==> config.mk <==
export PLATFORM = sky130hd
export DESIGN_NAME = tero_scan_ctrl
export DESIGN_NICKNAME = d
export VERILOG_FILES = /design/src/rtl/tero_pkg.sv /design/src/rtl/tero_edge_counter.sv /design/src/rtl/tero_scan_ctrl.sv
export SDC_FILE = /design/constraint.sdc
export NUM_CORES = 1
export LEC_CHECK = 0
export ABC_AREA = 1
export CORE_ASPECT_RATIO = 0.7
export CORE_MARGIN = 2
export CORE_UTILIZATION = 45
export DETAILED_ROUTE_END_ITERATION = 8
export PLACE_DENSITY = 0.72
export SLEW_MARGIN = 20
export SYNTH_ARGS = -nofsm -noshare
export SYNTH_HDL_FRONTEND = slang
export SYNTH_SLANG_ARGS = --single-unit
export TNS_END_PERCENT = 1
==> constraint.sdc <==
create_clock -name clk -period 2.8 [get_ports clk]
set_clock_uncertainty 0.05 [all_clocks]
set_input_delay 0.42 -clock clk [delete_from_list [all_inputs] [get_ports clk]]
set_output_delay 0.42 -clock clk [all_outputs]
set_load 0.005 [all_outputs]
==> src/rtl/tero_pkg.sv <==
`default_nettype none
// ============================================================================
// Module      : tero_pkg
// Description : Shared FSM state encoding and default parameter values for
//               the TERO scan controller.
// Revision    : 1.0 - initial release
// ============================================================================
package tero_pkg;

    // Default configuration values
    localparam int c_DEF_N_TERO_BITS    = 5;
    localparam int c_DEF_CHALLENGE_BITS = 4;
    localparam int c_DEF_CNT_BITS       = 16;
    localparam int c_DEF_SETTLE_CYCLES  = 16;
    localparam int c_DEF_WINDOW_CYCLES  = 1024;

    // Scan FSM states, explicitly sized and encoded
    typedef enum logic [2:0] {
        IDLE    = 3'd0,
        SETTLE  = 3'd1,
        MEASURE = 3'd2,
        STORE   = 3'd3,
        DONE    = 3'd4
    } tero_state_e;

    // Larger of two integers, used to size the phase timer
    function automatic int max2(input int a, input int b);
        return (a > b) ? a : b;
    endfunction

endpackage
`default_nettype wire

==> src/rtl/tero_edge_counter.sv <==
`default_nettype none
// ============================================================================
// Module      : tero_edge_counter
// Description : CNT_BITS-wide saturating counter with synchronous clear and
//               count enable. Clear has priority over counting.
// Revision    : 1.0 - initial release
// ============================================================================
module tero_edge_counter
    import tero_pkg::*;
#(
    parameter int CNT_BITS = c_DEF_CNT_BITS
) (
    input  logic                clk,
    input  logic                reset,
    input  logic                clr,
    input  logic                cnt_en,
    output logic [CNT_BITS-1:0] count
);

    localparam logic [CNT_BITS-1:0] c_MAX = '1;

    logic [CNT_BITS-1:0] r_count;

    // Count enabled events, stick at all-ones instead of wrapping
    always_ff @(posedge clk) begin
        if (!reset) begin
            r_count <= '0;
        end else if (clr) begin
            r_count <= '0;
        end else if (cnt_en && (r_count != c_MAX)) begin
            r_count <= r_count + CNT_BITS'(1);
        end
    end

    assign count = r_count;

endmodule
`default_nettype wire

==> src/rtl/tero_scan_ctrl.sv <==
`default_nettype none
// ============================================================================
// Module      : tero_scan_ctrl
// Description : Scans all TEROs in challenge-offset pairs. Each TERO is
//               enabled, allowed to settle, then its oscillations are counted
//               over a fixed window. Within each pair, the first count
//               exceeding the second sets that pair's response bit.
//               Optional macro TERO_SCAN_DBG_EN adds cnt_dbg / cnt_dbg_valid
//               which expose each finished count during the STORE cycle.
// Revision    : 1.0 - initial release
// ============================================================================
module tero_scan_ctrl
    import tero_pkg::*;
#(
    parameter int N_TERO_BITS    = c_DEF_N_TERO_BITS,
    parameter int CHALLENGE_BITS = c_DEF_CHALLENGE_BITS,
    parameter int CNT_BITS       = c_DEF_CNT_BITS,
    parameter int SETTLE_CYCLES  = c_DEF_SETTLE_CYCLES,
    parameter int WINDOW_CYCLES  = c_DEF_WINDOW_CYCLES
) (
    input  logic                            clk,
    input  logic                            reset,
    input  logic                            start,
    input  logic [CHALLENGE_BITS-1:0]       challenge_in,
    input  logic                            tero_pulse,
    output logic [N_TERO_BITS-1:0]          tero_sel,
    output logic                            tero_en,
    output logic                            busy,
    output logic                            done,
    output logic [2**(N_TERO_BITS-1)-1:0]   response
`ifdef TERO_SCAN_DBG_EN
    ,
    output logic [CNT_BITS-1:0]             cnt_dbg,
    output logic                            cnt_dbg_valid
`endif
);

    localparam int c_N_TERO  = 2**N_TERO_BITS;
    localparam int c_N_PAIRS = c_N_TERO / 2;
    localparam int c_K_W     = (N_TERO_BITS > 1) ? N_TERO_BITS - 1 : 1;
    localparam int c_TMR_W   = $clog2(max2(SETTLE_CYCLES, WINDOW_CYCLES) + 1);

    localparam logic [c_TMR_W-1:0] c_SETTLE_LAST = c_TMR_W'(SETTLE_CYCLES - 1);
    localparam logic [c_TMR_W-1:0] c_WINDOW_LAST = c_TMR_W'(WINDOW_CYCLES - 1);
    localparam logic [c_K_W-1:0]   c_K_LAST      = c_K_W'(c_N_PAIRS - 1);

    tero_state_e            r_state;
    logic [c_TMR_W-1:0]     r_tmr;
    logic [c_K_W-1:0]       r_k;
    logic                   r_phase;    // 0 = first TERO of pair, 1 = second
    logic [N_TERO_BITS-1:0] r_chal;     // challenge already reduced mod N_TERO
    logic [CNT_BITS-1:0]    r_cnt_a;
    logic [c_N_PAIRS-1:0]   r_resp;

    logic [CNT_BITS-1:0]    w_count;
    logic [N_TERO_BITS-1:0] w_slot;
    logic                   w_clr;
    logic                   w_cnt_en;

    // Slot index 2k+phase; the addition below wraps modulo N_TERO
    assign w_slot   = N_TERO_BITS'({r_k, r_phase});
    assign w_clr    = (r_state == SETTLE);
    assign w_cnt_en = (r_state == MEASURE) && tero_pulse;

    tero_edge_counter #(
        .CNT_BITS (CNT_BITS)
    ) u_cnt (
        .clk    (clk),
        .reset  (reset),
        .clr    (w_clr),
        .cnt_en (w_cnt_en),
        .count  (w_count)
    );

    // Scan sequencing: settle, measure, store per TERO, then done
    always_ff @(posedge clk) begin
        if (!reset) begin
            r_state <= IDLE;
            r_tmr   <= '0;
            r_k     <= '0;
            r_phase <= 1'b0;
            r_chal  <= '0;
            r_cnt_a <= '0;
            r_resp  <= '0;
        end else begin
            case (r_state)
                IDLE: begin
                    if (start) begin
                        r_chal  <= N_TERO_BITS'(challenge_in);
                        r_k     <= '0;
                        r_phase <= 1'b0;
                        r_resp  <= '0;
                        r_tmr   <= '0;
                        r_state <= SETTLE;
                    end
                end
                SETTLE: begin
                    if (r_tmr == c_SETTLE_LAST) begin
                        r_tmr   <= '0;
                        r_state <= MEASURE;
                    end else begin
                        r_tmr <= r_tmr + c_TMR_W'(1);
                    end
                end
                MEASURE: begin
                    if (r_tmr == c_WINDOW_LAST) begin
                        r_tmr   <= '0;
                        r_state <= STORE;
                    end else begin
                        r_tmr <= r_tmr + c_TMR_W'(1);
                    end
                end
                STORE: begin
                    if (!r_phase) begin
                        r_cnt_a <= w_count;
                        r_phase <= 1'b1;
                        r_state <= SETTLE;
                    end else begin
                        // Strictly greater; a tie yields 0
                        r_resp[r_k] <= (r_cnt_a > w_count);
                        if (r_k == c_K_LAST) begin
                            r_state <= DONE;
                        end else begin
                            r_k     <= r_k + c_K_W'(1);
                            r_phase <= 1'b0;
                            r_state <= SETTLE;
                        end
                    end
                end
                DONE: begin
                    r_state <= IDLE;
                end
                default: begin
                    r_state <= IDLE;
                end
            endcase
        end
    end

    assign tero_sel = w_slot + r_chal;
    assign tero_en  = (r_state == SETTLE) || (r_state == MEASURE);
    assign busy     = (r_state != IDLE);
    assign done     = (r_state == DONE);
    assign response = r_resp;

`ifdef TERO_SCAN_DBG_EN
    // Expose the finished count only while it is being stored
    assign cnt_dbg_valid = (r_state == STORE);
    assign cnt_dbg       = cnt_dbg_valid ? w_count : '0;
`endif

endmodule
`default_nettype wire
# [Word-level counts from Yosys, hierarchy flattened]
# Index checks and enable logic that the tools add are counted.
[op_classes] n_addsub=4 magnitude_cmp=3 n_eq_ne=13 n_mux=24 bitwise_logic=2 reduce_logical=16
[ops] cell="11-bit two-way mux" n=3
[ops] cell="11-bit one-hot mux with 3 select lines" n=1
[ops] cell="16-bit two-way mux" n=2
[ops] cell="16-bit one-hot mux with 2 select lines" n=1
[ops] cell="16-bit by 1-bit adder with 16-bit output, second input constant" n=1
[ops] cell="16-bit bitwise mux" n=1
[ops] cell="16-bit greater-than comparator" n=1
[ops] cell="16-bit != test, second input constant" n=1
[ops] cell="3-bit two-way mux" n=5
[ops] cell="4-bit two-way mux" n=3
[ops] cell="3-bit one-hot mux with 4 select lines" n=1
[ops] cell="11-bit by 1-bit adder with 11-bit output, second input constant" n=1
[ops] cell="11-bit by 10-bit == test with 1-bit output, second input constant" n=1
[ops] cell="11-bit by 4-bit == test with 1-bit output, second input constant" n=1
[ops] cell="2-bit != test, second input constant" n=4
[ops] cell="4-bit one-hot mux with 2 select lines" n=1
[ops] cell="2-bit AND reduction" n=4
[ops] cell="3-bit by 2-bit == test with 1-bit output, second input constant" n=2
[ops] cell="3-bit AND reduction" n=2
[ops] cell="3-bit nonzero test" n=2
[ops] cell="5-bit by 4-bit adder with 5-bit output" n=1
[ops] cell="4-bit by 5-bit less-than comparator with 1-bit output, second input constant" n=1
[ops] cell="4-bit by 1-bit adder with 4-bit output, second input constant" n=1
[ops] cell="1-bit demux with 4-bit select" n=1
[ops] cell="14 further kinds" n=20
[word_totals] register_bits=71 output_inout_bits=24 elab_cells=70

# [Logic depth before layout (Yosys ltp)]
# Gate-level depths: netlist of the first run.
[logic_depth] ltp_word=7 mapped_depth=14 depth_no_buf=13

# [Cells and area by module]
# A second synthesis of the first run with hierarchy kept.
[unflattened] cells_unflattened=601 hier_area_um2=4073.9
[modules_own_cells] mod="tero_scan_ctrl" n_inst=1 cells_each=448 area_each_um2=3163.0 seq_area_each_um2=1101.1
[modules_own_cells] mod="tero_edge_counter" n_inst=1 cells_each=153 area_each_um2=910.9 seq_area_each_um2=320.3

# [Worst setup path before layout of the first run]
# Ideal clock, no wire load.
[synth_path] kind="register to output" start="register r_phase" end="output tero_sel[4]" arrival_time_ps=1341 path_slack_ps=989 stages_incl_launch_ff=6 path_cell_list="dfxtp_1 ha_1 inv_1 fa_1 o21ai_0 xor2_1"
[synth_between] elab_chain_cells=1
[synth_lines] item="start, declared" line="tero_scan_ctrl.sv:50" source="logic r_phase;"
[synth_lines] item="start signal, assigned" line="tero_scan_ctrl.sv:81" source="r_phase <= 1'b0;"
[synth_lines] item="start signal, assigned" line="tero_scan_ctrl.sv:91" source="r_phase <= 1'b0;"
[synth_lines] item="start signal, assigned" line="tero_scan_ctrl.sv:116" source="r_phase <= 1'b1;"
[synth_lines] item="5-bit by 4-bit adder with 5-bit output" line="tero_scan_ctrl.sv:140" source="assign tero_sel = w_slot + r_chal;"
[synth_lines] item="end, declared" line="tero_scan_ctrl.sv:26" source="output logic [N_TERO_BITS-1:0] tero_sel,"
# No other way between the ends.

# [Worst setup path in the final report of the first run]
[layout_path] start="register r_phase" end="output tero_sel[2]"
# The elaborated chain is that of the path after synthesis.

==> results of run 1 <==
[metrics by stage]
| step | hold slack [ns] | instance area, um2 |
|---|---|---|
| after floorplan | 0.395 | 4000 |
| after global placement | 0.406 | 4400 |
| after detailed placement | 0.404 | 4400 |
| after CTS | 0.413 | 4710 |
| after global routing | 0.427 | 4710 |
| final | 0.410 | 4710 |
[logic make-up (layout without fill, tap and decap cells)]
family | count (synthesis) | after routing | share of synthesized area
compound gates | 115 | 115 | 0.150
xor+xnor | 17 | 17 | 0.0372
fa+ha+maj | 27 | 27 | 0.0863
buf+inv | 80 | 114 | 0.0854
flops | 71 | 71 | 0.355
simple gates | 259 | 259 | 0.286
[timing repair]
| action | 4_1_cts | 5_1_grt |
|---|---|---|
| setup endpoints to repair | 0 | 1 |
| gates resized for setup | 0 | 4 |
| hold buffers | 0 | 0 |
[where the power goes]
part / switching (mW) / internal (mW) / leakage, nW / total, mW
sequential: 0.0768 / 1.10 / 0.575 / 1.18
clock: 0.418 / 0.796 / 0.155 / 1.21
combinational: 0.979 / 0.444 / 1.09 / 1.42
total: 1.47 / 2.34 / 1.82 / 3.82
[critical path, cell delays in order, from the launching register on]
cell	delay, ns
dfxtp_2	0.36
ha_1	0.19
inv_1	0.06
fa_1	0.39
xnor2_1	0.19
clkdlybuf4s50_1	0.54
[state kept, by name (all words and copies together) (netlist names)]
signal / count
r_phase: 1
response: 16
r_chal: 4
r_k: 4
r_state: 3
u_cnt.count: 16
r_cnt_a: 16
r_tmr: 11
[worst max-delay path by stage]
stage                        endpoint  depth (start not counted)
final                     tero_sel[2]                          5
after global routing      tero_sel[2]                          5
after CTS                 tero_sel[4]                          6
after detailed placement  tero_sel[4]                          6
after global placement    tero_sel[4]                          6
after floorplan           tero_sel[4]                          5
[Yosys cell counts]
master    instances  area (um2)
buf_1             1        3.75
dfxtp_1          71        1420
clkinv_2          1        5.00
inv_1            55         206
nor2_4            1        11.3
nand3_1          38         190
nor2_2            4        25.0
nand2_2           2        12.5
ha_1             26         325
nand4_1           8        50.1
a21oi_1          65         325
a31o_2            1        8.76
inv_2             7        26.3
and2_2            1        7.51
buf_4             1        7.51
fa_1              1        20.0
nand2_4           2        22.5
or2_4             1        8.76
nor2_1           34         128
buf_6             2        22.5
buf_12            1        20.0
xor2_1           16         140
o21ai_0          45         225
a21oi_2           1        8.76
nor3_2            2        20.0
xnor2_1           1        8.76
o21ai_4           1        16.3
buf_2             4        20.0
nand3_2           1        10.0
a21o_1            1        7.51
nor3b_2           1        12.5
nand2_1         139         522
nor3_1           25         125
clkbuf_1          8        30.0
a211oi_1          1        7.51
[routing by layer]
layer / wire length, um / global-route usage
met5: 0 / 0
met4: 59 / 0.0353
met3: 603 / 0.0679
met2: 4020 / 0.293
met1: 4700 / 0.298
[final cells by class]
class | count | area [um2] | share of cell area
Clock inverter | 4 | 70.1 | 0.0149
Timing Repair Buffer | 36 | 350 | 0.0743
Clock buffer | 11 | 243 | 0.0515
Tap cell | 120 | 150 | 0.0319
Inverter | 63 | 238 | 0.0504
Sequential cell | 71 | 1420 | 0.302
Multi-Input combinational cell | 418 | 2240 | 0.475
==> impl_metrics.ini, run 1 <==
[run_status]
status = finished, final reports clean

[logic_synthesis]
ys_ff_latch = 71
synth_cells = 569
synth_area_per_cell_um2 = 7.03
ys_warn_count = 0
synth_cell_types = 35
synth_area_mm2 = 0.00400
yosysSeqAreaShare = 0.355
syn-num-nets = 604

[floorplanning]
coreArea_mm2 = 0.00855
io_pins = 32
dieWidth_um = 117
start_util = 0.468
die_area_mm2 = 0.00967
std_cell_rows = 28
die_h_um = 82.9

[final_layout]
fin_cells = 723
area_growth_pct = 17.8
final_cell_mix = 139 x nand2_1, 69 x dfxtp_1, 65 x a21oi_1, 55 x inv_1, 44 x o21ai_0
drive_gt1_frac = 0.0779
layout_commonest_cell = nand2_1
fin_util = 0.551
nets = 634
diodes = 0
fill_cells = 834

[worst_hold_path]
hold_path_end = response[8]$_SDFFE_PN0P_
hold_path.class = register to register
whs_path_depth = 2
hold_path.startpoint = response[8]$_SDFFE_PN0P_

[power]
p_leak_nw = 1.82
vdd_drop_max_mv = 0.474
cellPowerDensity_mw_per_mm2 = 809
p_total_mw = 3.82

[sta]
fmax_mhz = 393
worstMarginPinSlew_ns = 0.813
layout_setup_ws_ns = 0.257
finalMaxSlewViolations = 0
slew-limit-headroom = 0.457
fin_crit_ns = 2.54
hold_violations = 0
fin_setup_tns_ns = 0
rsz0062_at_grt = false
setup_viol = 0
finalCritPeriodShare = 0.908

[worst_setup_path]
cp_max_fo = 4
crit_path_start_kind = register
arrival_ns = 2.07
reg2regPathDepth = 8
required_ns = 2.33
setup.worst_path.end_class = output pin
r2r_slack_ns = 0.56
r2r-start = u_cnt.count[8]$_SDFFE_PP0P_
path_class = register to output pin
r2r-end = response[2]$_SDFFE_PN0P_
cp-startpoint = r_phase$_SDFFE_PN0P_

[drt]
wl_per_cell_um = 13.0
ant_nets = 0
vias = 3772
postRouteWirelength_mm = 9.38
drc = 0
drtIter0Drc = 311
first_pass_iters = 6
viasPerCell = 5.22

[place]
port_buffers = 31
dp_cells = 708
globalplace.congestion = 0.881
place_hpwl_mm = 6.85
pre_cts_ws_ns = 0.407

[clock_network]
clkSinkCount = 71
cts_made_buffers = 9
h-tree-depth = 3
worstSkewPairLatency_ns = 0.34
tritoncts = done
cts_setup_buffers = 0
clock_path_buffers = 2
clockRootBuffer = clkbuf_16
path_clk_slew_ns = 0.06

[global_routing]
grt_max_degree = 34
antenna_found_initial = 0
grt_overflow = 0
grt_pass1_vias = 3471
grt_pass1_wl_mm = 15.9
track_usage = 0.203

[run]
maxCapViolCount = 0
(Power assumes the default switching activity.)
==> run 2, diff against run 1 <==
Settings changed: CORE_UTILIZATION 45 to 55, PLACE_DENSITY 0.72 to 0.84, SKIP_CTS_REPAIR_TIMING set to 1.
==> impl_metrics.ini, run 2 (synthesis gave the netlist of run 1 again) <==
[run_status]
status = finished, final reports clean

[clock_network]
clkSinkCount = 71
cts_made_buffers = 9
clock_path_buffers = 2
clockRootBuffer = clkbuf_8
worstSkewPairLatency_ns = 0.35
h-tree-depth = 3
tritoncts = done
path_clk_slew_ns = 0.08

[worst_setup_path]
r2r-start = u_cnt.count[11]$_SDFFE_PP0P_
path_class = register to output pin
endpoint = tero_sel[4]
reg2regPathDepth = 8
setup.worst_path.end_class = output pin
cp-startpoint = r_phase$_SDFFE_PN0P_
cp_max_fo = 4
r2r-end = response[6]$_SDFFE_PN0P_
r2r_slack_ns = 0.55
required_ns = 2.33
crit_path_start_kind = register
arrival_ns = 2.19

[sta]
worstMarginPinSlew_ns = 0.847
finalCritPeriodShare = 0.951
rsz0062_at_grt = false
fmax_mhz = 376
fin_hold_ws_ns = 0.419
hold_violations = 0
setup_viol = 0
fin_crit_ns = 2.66
layout_setup_ws_ns = 0.138
finalMaxSlewViolations = 0
slew-limit-headroom = 0.435

[run]
maxCapViolCount = 0

[power]
comb_power_share = 0.388
sw_frac_of_total = 0.396
cellPowerDensity_mw_per_mm2 = 798
vdd_drop_max_mv = 0.472
p_switching_mw = 1.46
pwr-share-clk = 0.292
intPower_mw = 2.23
power_frac_seq = 0.319
p_leak_nw = 1.77

[floorplanning]
coreArea_mm2 = 0.00688
die_area_mm2 = 0.00798
io_pins = 32
dieWidth_um = 106
std_cell_rows = 25
start_util = 0.581
die_h_um = 75.4

[final_layout]
layout_commonest_cell = nand2_1
drive_gt1_frac = 0.0779
fin_cells = 697
postLayoutCellArea_mm2 = 0.00462
nets = 633
fin_util = 0.671
final_cell_mix = 139 x nand2_1, 69 x dfxtp_1, 65 x a21oi_1, 55 x inv_1, 44 x o21ai_0
diodes = 0
area_growth_pct = 15.4

[drt]
first_pass_iters = 5
drc = 0
wl_per_cell_um = 14.2
viasPerCell = 5.66
vias = 3942
ant_nets = 0
postRouteWirelength_mm = 9.92
drtIter0Drc = 334

[global_routing]
grt_max_degree = 34
grt_pass1_wl_mm = 16.6
grt_overflow = 0
antenna_found_initial = 0
grt_pass1_vias = 3708
track_usage = 0.261

[place]
placed_cell_area_mm2 = 0.00436
pre_cts_ws_ns = 0.421
place_hpwl_mm = 6.92
globalplace.congestion = 0.901
dp_cells = 681
port_buffers = 31

[worst_hold_path]
hold_path.class = register to register
-- run 2: changes by cell type in the layout (fill, tap and decap cells not counted), sizes merged --
| cell | before | now |
|---|---|---|
| bufinv | 2 | 4 |
| dlymetal6s2s | 1 | 0 |
| buf | 5 | 4 |
| clkdlybuf4s50 | 30 | 31 |
| clkinvlp | 0 | 1 |
| clkbuf | 11 | 10 |
| clkinv | 3 | 2 |
-- run 2: per-stage QoR --
| step | power, mW | setup TNS [ns] |
|---|---|---|
| CTS | 3.66 | -0.00768 |
| detailed placement | 2.58 | 0 |
| finish | 3.69 | 0 |
| floorplan | 2.22 | 0 |
| global route | 3.91 | 0 |
| global placement | 2.52 | 0 |
-- run 2: critical path: stages (launching register included) --
cell,delay (ns)
dfxtp_2,0.36
ha_1,0.17
inv_1,0.05
fa_1,0.40
o21ai_1,0.18
xor2_1,0.16
clkdlybuf4s50_1,0.51
-- run 2: area by class of cell --
type	instances	area, um2
clock buffer	10	128
clock inverter	6	133
fill	600	2260
inverter	63	238
multi-input combinational	418	2240
sequential	71	1420
tap	94	118
timing repair buffer	35	340
-- run 2: worst min-delay path by stage --
stage	startpoint	to	slack, ns	depth (start not counted)
global placement	response[7]$_SDFFE_PN0P_	response[7]$_SDFFE_PN0P_	0.40	2
finish	response[9]$_SDFFE_PN0P_	response[9]$_SDFFE_PN0P_	0.42	2
detailed placement	response[0]$_SDFFE_PN0P_	response[0]$_SDFFE_PN0P_	0.41	2
floorplan	r_chal[0]$_SDFFE_PN0P_	r_chal[0]$_SDFFE_PN0P_	0.39	2
CTS	response[0]$_SDFFE_PN0P_	response[0]$_SDFFE_PN0P_	0.42	2
global route	response[1]$_SDFFE_PN0P_	response[1]$_SDFFE_PN0P_	0.44	2
-- run 2: per-layer routing --
layer  track usage  routed length [um]  up-vias
met1         0.335                4570     1837
li1              -                   -     1931
met4         0.105                 157        0
met5             0                   0        -
met2         0.435                4540      155
met3        0.0624                 645       19
-- run 2: power groups by stage --
| stage | Clock, mW | Combinational [mW] | Sequential (mW) |
|---|---|---|---|
| final | 1.08 | 1.43 | 1.18 |
| after global routing | 1.12 | 1.60 | 1.19 |
| after CTS | 1.09 | 1.40 | 1.17 |
| after detailed placement | 0 | 1.38 | 1.20 |
| after global placement | 0 | 1.33 | 1.19 |
| after floorplan | 0 | 1.04 | 1.18 |
